## config.mk

```make
export PLATFORM = sky130hd
export DESIGN_NAME = adder_tree_sum_accumulator
export DESIGN_NICKNAME = d
export VERILOG_FILES = /design/src/rtl/adder_tree_pkg.sv /design/src/rtl/adder_tree_sum_accumulator_acc_ctrl.sv /design/src/rtl/adder_tree_sum_accumulator.sv
export SDC_FILE = /design/constraint.sdc
export NUM_CORES = 1
export LEC_CHECK = 0
export BUFFER_PORTS_ARGS = -buffer_cell sky130_fd_sc_hd__buf_4
export CAP_MARGIN = 20
export CELL_PAD_IN_SITES_DETAIL_PLACEMENT = 1
export CELL_PAD_IN_SITES_GLOBAL_PLACEMENT = 1
export CORE_AREA = 2 2 85 87
export DETAILED_ROUTE_END_ITERATION = 12
export DIE_AREA = 0 0 87 89
export PLACE_DENSITY = 0.55
export SYNTH_ARGS = -nofsm -noshare
export SYNTH_HDL_FRONTEND = slang
export SYNTH_HIERARCHICAL = 1
export SYNTH_SLANG_ARGS = --single-unit
```

## constraint.sdc

```tcl
create_clock -name clk -period 3.25 [get_ports clk]
set_input_delay 0.4875 -clock clk [delete_from_list [all_inputs] [get_ports clk]]
set_output_delay 0.4875 -clock clk [all_outputs]
set_load 0.05 [all_outputs]
```

## src/rtl/adder_tree_pkg.sv

```systemverilog
// Shared constants, state type and width helper for the adder-tree accumulator.
package adder_tree_pkg;

    localparam int unsigned ADDER_WIDTH_DEF = 9;

    typedef enum logic [0:0] {
        ACCUM = 1'b0,
        HOLD  = 1'b1
    } acc_state_t;

    function automatic int unsigned acc_width(input int unsigned adder_w,
                                              input int unsigned count);
        return adder_w + 1 + $clog2(count);
    endfunction

endpackage

```

## src/rtl/adder_tree_sum_accumulator_acc_ctrl.sv

```systemverilog
// Block control: ACCUM/HOLD state, sample counter, handshake and result-valid flag.
module adder_tree_acc_ctrl
    import adder_tree_pkg::*;
#(
    parameter int unsigned ACC_COUNT = 16
) (
    input  logic clk,
    input  logic rst,
    input  logic clear_i,
    input  logic in_valid_i,
    input  logic out_ready_i,
    output logic in_ready_o,
    output logic accept_o,
    output logic last_o,
    output logic out_valid_o
);

    localparam int unsigned CNT_W = $clog2(ACC_COUNT);

    acc_state_t         state_q;
    logic [CNT_W-1:0]   count_q;
    logic               out_valid_q;

    // Ready in HOLD only when the held result leaves this same cycle.
    assign in_ready_o  = (state_q == ACCUM) | ((state_q == HOLD) & out_ready_i);
    assign accept_o    = in_valid_i & in_ready_o;
    assign last_o      = accept_o & (state_q == ACCUM) & (count_q == CNT_W'(ACC_COUNT - 1));
    assign out_valid_o = out_valid_q;

    always_ff @(posedge clk or posedge rst) begin
        if (rst) begin
            state_q     <= ACCUM;
            count_q     <= '0;
            out_valid_q <= 1'b0;
        end else if (clear_i) begin
            state_q     <= ACCUM;
            count_q     <= '0;
            out_valid_q <= 1'b0;
        end else begin
            case (state_q)
                ACCUM: begin
                    if (last_o) begin
                        count_q     <= '0;
                        out_valid_q <= 1'b1;
                        state_q     <= HOLD;
                    end else if (accept_o) begin
                        count_q <= count_q + CNT_W'(1);
                    end
                end
                HOLD: begin
                    if (out_ready_i) begin
                        out_valid_q <= 1'b0;
                        state_q     <= ACCUM;
                        count_q     <= accept_o ? CNT_W'(1) : '0;
                    end
                end
                default: begin
                    state_q <= ACCUM;
                end
            endcase
        end
    end

endmodule

```

## src/rtl/adder_tree_sum_accumulator.sv

```systemverilog
// Accumulates ACC_COUNT tree sums into one result on a valid/ready output.
// Define ACC_SATURATE_EN for clamping accumulation with a sticky overflow flag.
module adder_tree_sum_accumulator
    import adder_tree_pkg::*;
#(
    parameter int unsigned ADDER_WIDTH = ADDER_WIDTH_DEF,
    parameter int unsigned ACC_COUNT   = 16,
    parameter int unsigned ACC_WIDTH   = acc_width(ADDER_WIDTH, ACC_COUNT)
) (
    input  logic                   clk,
    input  logic                   rst,
    input  logic                   clear,
    input  logic [ADDER_WIDTH:0]   in_sum,
    input  logic                   in_valid,
    output logic                   in_ready,
    output logic [ACC_WIDTH-1:0]   acc_out,
    output logic                   out_valid,
    input  logic                   out_ready,
    output logic                   overflow
);

    logic                 accept;
    logic                 last;
    logic [ACC_WIDTH-1:0] acc_q, acc_d;
    logic [ACC_WIDTH-1:0] acc_out_q, acc_out_d;
    logic [ACC_WIDTH-1:0] acc_next;

    adder_tree_acc_ctrl #(
        .ACC_COUNT (ACC_COUNT)
    ) u_ctrl (
        .clk         (clk),
        .rst         (rst),
        .clear_i     (clear),
        .in_valid_i  (in_valid),
        .out_ready_i (out_ready),
        .in_ready_o  (in_ready),
        .accept_o    (accept),
        .last_o      (last),
        .out_valid_o (out_valid)
    );

`ifdef ACC_SATURATE_EN
    localparam int unsigned SAMPLE_W = ADDER_WIDTH + 1;
    localparam int unsigned SUM_W    = ((ACC_WIDTH > SAMPLE_W) ? ACC_WIDTH : SAMPLE_W) + 1;

    logic [SUM_W-1:0] sum_w;
    logic             carry;
    logic             overflow_q;

    // Acc is zero at a block start, so a clamped acc stays all-ones until the block ends.
    assign sum_w    = SUM_W'(acc_q) + SUM_W'(in_sum);
    assign carry    = |sum_w[SUM_W-1:ACC_WIDTH];
    assign acc_next = carry ? '1 : sum_w[ACC_WIDTH-1:0];
    assign overflow = overflow_q;

    // Sticky until rst; clear deliberately leaves it alone.
    always_ff @(posedge clk or posedge rst) begin
        if (rst) begin
            overflow_q <= 1'b0;
        end else if (!clear && accept && carry) begin
            overflow_q <= 1'b1;
        end
    end
`else
    assign acc_next = acc_q + ACC_WIDTH'(in_sum);
    assign overflow = 1'b0;
`endif

    always_comb begin
        acc_d     = acc_q;
        acc_out_d = acc_out_q;
        if (clear) begin
            acc_d = '0;
        end else if (last) begin
            acc_d     = '0;
            acc_out_d = acc_next;
        end else if (accept) begin
            acc_d = acc_next;
        end
    end

    always_ff @(posedge clk or posedge rst) begin
        if (rst) begin
            acc_q     <= '0;
            acc_out_q <= '0;
        end else begin
            acc_q     <= acc_d;
            acc_out_q <= acc_out_d;
        end
    end

    assign acc_out = acc_out_q;

endmodule

```

==> After elaboration in Yosys (flattened, before gate mapping) <==
Cells that the tools add are included.
{ "classes": {"n_addsub": 2, "mul": 0, "n_div": 0, "n_lt_le_gt_ge": 0, "eq_ne": 4, "shifts": 0, "n_mux": 17, "n_bitwise": 7, "n_reduce_logical": 4} }
{ "ops": {"columns": ["op", "count"], "rows": [
  ["2-to-1 mux 14 bit", 3],
  ["2-to-1 mux 4 bit", 4],
  ["adder 14 x 10 -> 14 bit", 1],
  ["case mux 4 bit (2 select lines)", 1],
  ["2-to-1 mux 1 bit", 7],
  ["inequality test 3 bit, second input constant", 2],
  ["AND reduction 2 bit", 3],
  ["adder 4 x 1 -> 4 bit, second input constant", 1],
  ["AND 1 bit", 4],
  ["== test 4 bit, second input constant", 1],
  ["inequality test 4 x 3 -> 1 bit, second input constant", 1],
  ["case mux 1 bit (2 select lines)", 2],
  ["nonzero test 3 bit", 1],
  ["NOT 1 bit", 2],
  ["OR 1 bit", 1]
]} }
{ "totals": {"ff_bits": 34, "latchBits": 0, "mem_bits_rw": 0, "rom_bits": 0, "input_bits": 15, "word_cells": 39, "n_memories": 0} }

==> Logic depth before layout (Yosys ltp) <==
{ "depth": {"ltp_word": 8, "mapped_depth": 9, "depth_no_buf": 8} }

==> Cells and area by module <==
Netlist, hierarchy kept.
{ "modules_own_cells": {"columns": ["module", "n_inst", "cells_each", "area_each_um2", "seq_area_each_um2"], "rows": [
  ["adder_tree_sum_accumulator", 1, 178, 1649.1, 700.7],
  ["adder_tree_acc_ctrl", 1, 40, 359.1, 150.1]
]} }

==> Worst setup path before layout <==
OpenSTA, ideal clock, no wires.
{ "synth_timing": {"path_type": "input-to-reg", "start": "in in_sum[0]", "end": "reg acc_out_q[12] (netlist: acc_out[12])", "setup_ns": 0.124, "arrival_ns": 2.266, "slack_ns": 0.860, "path_stages": 8, "path_buffers": 0, "cell_sequence": "ha_1 -> fa_1 -> a211oi_2 -> o21ai_1 -> a211o_1 -> a21oi_2 -> nor3_1 -> o31a_1"} }
{ "synth_via": {"elab_chain_len": 1} }
{ "synth_lines": {"columns": ["element", "line", "text"], "rows": [
  ["start: declaration", "adder_tree_sum_accumulator.sv:13", "input logic [ADDER_WIDTH:0] in_sum,"],
  ["adder 14 x 10 -> 14 bit", "adder_tree_sum_accumulator.sv:65", "assign acc_next = acc_q + ACC_WIDTH'(in_sum);"],
  ["end signal: assignment", "adder_tree_sum_accumulator.sv:88", "acc_out_q <= acc_out_d;"],
  ["end: declaration", "adder_tree_sum_accumulator.sv:25", "logic [ACC_WIDTH-1:0] acc_out_q, acc_out_d;"]
]} }
Every way passes these cells.
A chain may end at the register's enable or synchronous reset.

==> Final worst setup path <==
{ "layout_timing": {"start": "reg acc_q[0]", "end": "reg acc_q[12]"} }
{ "layout_via": {"elab_chain_len": 4} }
{ "layout_lines": {"columns": ["element", "line", "text"], "rows": [
  ["start: declaration", "adder_tree_sum_accumulator.sv:24", "logic [ACC_WIDTH-1:0] acc_q, acc_d;"],
  ["start signal: assignment", "adder_tree_sum_accumulator.sv:84", "acc_q <= '0;"],
  ["start signal: assignment", "adder_tree_sum_accumulator.sv:87", "acc_q <= acc_d;"],
  ["adder 14 x 10 -> 14 bit", "adder_tree_sum_accumulator.sv:65", null],
  ["2-to-1 mux 14 bit", "adder_tree_sum_accumulator.sv:77", "end else if (accept) begin"],
  ["2-to-1 mux 14 bit", "adder_tree_sum_accumulator.sv:74", "end else if (last) begin"],
  ["2-to-1 mux 14 bit", "adder_tree_sum_accumulator.sv:72", "if (clear) begin"]
]} }
Every way passes these cells. The select of a mux whose other input is x is not followed.

==> flow_metrics.env <==
export IMPL_status="finished, final reports clean"
export IMPL_globalRouteOverflowTotal=0
export IMPL_total_switching_power_uw=316
export IMPL_crit_type="reg -> reg"
export IMPL_fillers=787
export IMPL_use_met1=0.187
export IMPL_cts_root_buf="sky130_fd_sc_hd__clkbuf_8"
export IMPL_ys_seq_area_frac=0.424
export IMPL_sw_frac_of_total=0.292
export IMPL_pin_count=32
export IMPL_synthArstFlopShare=1.00
export IMPL_share_clk_of_total_power=0.360
export IMPL_number_of_buffers_on_the_longest_clock_path=2
export IMPL_core_area_mm2=0.00672
export IMPL_timing_max_slew_rel_slack=0.381
export IMPL_final_critical_delay_including_setup_and_external_delays_ns=2.43
export IMPL_netlist_instances=218
export IMPL_cts_clk_slew_worst_paths_ns=0.07
export IMPL_finalSetupTns_ns=0
export IMPL_peak_ir_drop_on_the_vdd_network_v=0.000154
export IMPL_die_width_um=87
export IMPL_min_delay_path_class="in -> async"
export IMPL_tritoncts="done"
export IMPL_power_per_cell_area_mw_per_mm2=449
export IMPL_first_global_vias=1656
export IMPL_place_port_buffers=30
export IMPL_cts_resized=0
export IMPL_synthesis_area_per_instance_um2=9.21
export IMPL_groute_layer_met3_usage=0.0286
export IMPL_timing_final_max_slew_violations=0
export IMPL_final_setup_skew_ns=0.0101
export IMPL_die_area_mm2=0.00774
export IMPL_critPathLaunchType="flip-flop"
export IMPL_ys_top_cells_by_count="sky130_fd_sc_hd__dfrtp_1 (34), sky130_fd_sc_hd__nand2_1 (23), sky130_fd_sc_hd__o21ai_0 (21)"
export IMPL_grt_start_max_net_pins=29
export IMPL_timing_critical_path_required_ns=3.41
export IMPL_antenna_found_initial=0
export IMPL_detailedPlacementHpwl_um=3480
export IMPL_power_internal_uw=766
export IMPL_synth_seq_cells=34
export IMPL_cp_max_fo=3
export IMPL_synth_area_leader_cell="sky130_fd_sc_hd__dfrtp_1"
export IMPL_synth_lib_cells_used_distinct=46
export IMPL_yosys_warnings=6
export IMPL_portion_of_the_clock_cycle_consumed_by_the_worst_path_in_the_final_layout=0.749
export IMPL_layout_area_seq_um2=851
export IMPL_num_clock_sinks=34
export IMPL_final_hold_viol_count=0
export IMPL_global_route_wire_length_before_repair_um=7970
export IMPL_initial_core_util=0.299
export IMPL_cts_htree_levels=2
export IMPL_finalWeightedCongestion=0.784
export IMPL_dp_slack_ns=0.594
export IMPL_ys_flop_type="sky130_fd_sc_hd__dfrtp_1"
export IMPL_grt_setup_unrepaired="no"
export IMPL_multiInputGateArea_mm2=0.00108
export IMPL_die_height_um=89
export IMPL_initialDrtViolationCount=49
export IMPL_overall_routed_net_length_um=4700
export IMPL_grt_use_total=0.133
export IMPL_cts_hold_buf=0
export IMPL_post_synth_main_area_contributors="sky130_fd_sc_hd__dfrtp_1 (42%), sky130_fd_sc_hd__ha_1 (6.9%), sky130_fd_sc_hd__o21ai_0 (5.2%), sky130_fd_sc_hd__nand2_1 (4.3%), sky130_fd_sc_hd__a21oi_1 (4.0%)"
export IMPL_number_of_placement_rows=30
export IMPL_post_cts_repair_setup_buffers=0
export IMPL_routed_wirelength_normalized_by_instance_count_um=14.3
export IMPL_grt_busiest_layer="met2"
export IMPL_numCtsBuffers=5
export IMPL_cap_violations=0
export IMPL_total_leakage_power_uw=0.00112
export IMPL_global_route_usage_met2=0.206
export IMPL_finalNetCount=274
export IMPL_antenna_diode_count=0
export IMPL_synth_most_common_cell="sky130_fd_sc_hd__dfrtp_1"
export IMPL_drive_above_1_share=0.198
export IMPL_fmaxAchievable_mhz=411
export IMPL_dr_pass1_iters=3
export IMPL_synth_top_area_share=0.424
export IMPL_hold_slack_final_ns=0.123
export IMPL_vias=1600
export IMPL_synth_edff_count=0
export IMPL_clk_latency_ns=0.29
export IMPL_layout_area_overhead_vs_synth_pct=19.9
export IMPL_seqPwrFrac=0.422
export IMPL_fin_ws_ns=0.816
export IMPL_netlist_area_mm2=0.00201
export IMPL_remaining_drc_errors=0
export IMPL_postRouteAntennaNets=0
export IMPL_critPathArrivalTime_ns=2.60
export IMPL_syn_num_nets=245
export IMPL_power_frac_comb=0.218
export IMPL_setup_viol_count_final=0
export IMPL_critical_path_endpoint_type="flip-flop"
export IMPL_worst_pin_slew_ns=0.929
export IMPL_avgViaCountPerCell=4.88
[area by class of cell]
cell class              count  share of cell area
multi-input cells         166               0.448
well taps                  80              0.0416
clock inverters             3              0.0166
clock buffers               5              0.0286
inverters                   8              0.0125
flip-flops and latches     34               0.353
repair buffers             32              0.0998
[worst max-delay path, stage by stage, from the launching register on]
cell and delay (ns):
sky130_fd_sc_hd__dfrtp_1 0.40, sky130_fd_sc_hd__ha_1 0.23, sky130_fd_sc_hd__fa_1 0.44, sky130_fd_sc_hd__a211oi_2 0.27
sky130_fd_sc_hd__o21ai_1 0.14, sky130_fd_sc_hd__a2111oi_2 0.51, sky130_fd_sc_hd__nor3_1 0.12, sky130_fd_sc_hd__xnor2_1 0.16
sky130_fd_sc_hd__nor2_1 0.05
[sequential cells by signal (all words and copies together), names as in the netlist]
signal and count:
u_ctrl/state_q 1, acc_out 14, u_ctrl/out_valid_o 1, u_ctrl/count_q 4, acc_q 14
[routing by layer]
metal,up-vias,share of wire
met5,-,0
met2,25,0.44
met1,750,0.51
li1,819,-
met3,6,0.028
met4,0,0.016
[stage by stage]
| step | instance area [µm²] | utilization | total power, µW | std cells |
|---|---|---|---|---|
| CTS | 2410 | 0.358 | 1100 | 328 |
| floorplan | 2010 | - | 639 | 218 |
| detailed placement | 2300 | 0.342 | 703 | 320 |
| global placement | 2300 | 0.342 | 703 | 320 |
| global route | 2410 | 0.358 | 1160 | 328 |
| finish | 2410 | 0.358 | 1080 | 328 |
[final timing paths]
| path | startpoint | to | slack, ns | cells past startpoint |
|---|---|---|---|---|
| worst min-delay path | rst | u_ctrl/count_q[1] | 0.12 | 2 |
| worst min register to register | acc_out[8] | acc_out[8] | 0.48 | 2 |
| worst max register to register | acc_q[0] | acc_q[12] | 0.82 | 8 |
| worst max-delay path | acc_q[0] | acc_q[12] | 0.82 | 8 |
| min in group clk | clear | u_ctrl/count_q[2] | 0.41 | 2 |
| max in group asynchronous | rst | acc_q[7] | 2.69 | 3 |
[logic make-up after synthesis]
group | share of synthesized area
buffers and inverters | 0.0399
and+or+nand+nor | 0.163
other | 0.00187
xor gates and xnor gates | 0.0567
adders and majority gates | 0.0785
DFF | 0.424
muxes | 0.0361
AOI/OAI and AO/OA | 0.200
[cells in the final DEF, fill, tap and decap left out, types with 2 or more instances in the layout]
cell type	instances
sky130_fd_sc_hd__xor2_1	6
sky130_fd_sc_hd__nor3_1	2
sky130_fd_sc_hd__a211oi_1	4
sky130_fd_sc_hd__or3_1	2
sky130_fd_sc_hd__a31oi_1	3
sky130_fd_sc_hd__ha_1	11
sky130_fd_sc_hd__a21o_1	2
sky130_fd_sc_hd__nand3_1	4
sky130_fd_sc_hd__nand3b_1	3
sky130_fd_sc_hd__mux2_2	2
sky130_fd_sc_hd__nand2_1	23
sky130_fd_sc_hd__nand2b_1	3
sky130_fd_sc_hd__dfrtp_1	34
sky130_fd_sc_hd__inv_1	8
sky130_fd_sc_hd__nor2_1	20
sky130_fd_sc_hd__mux2i_1	5
sky130_fd_sc_hd__buf_4	32
sky130_fd_sc_hd__o21ai_0	21
sky130_fd_sc_hd__o21a_1	2
sky130_fd_sc_hd__o21bai_1	3
sky130_fd_sc_hd__nand4_1	2
sky130_fd_sc_hd__nor2b_1	5
sky130_fd_sc_hd__o21ai_1	2
sky130_fd_sc_hd__a21oi_1	16
sky130_fd_sc_hd__clkbuf_8	5
sky130_fd_sc_hd__xnor2_1	7
sky130_fd_sc_hd__clkinv_2	2
[power groups by stage]
stage	clock [µW]	sequential [µW]	combinational, µW
after floorplan	0	460	179
after global placement	0	464	239
after detailed placement	0	465	238
after CTS	406	456	240
after global routing	425	459	271
final	390	456	236
Power figures use the tool's default switching activity.
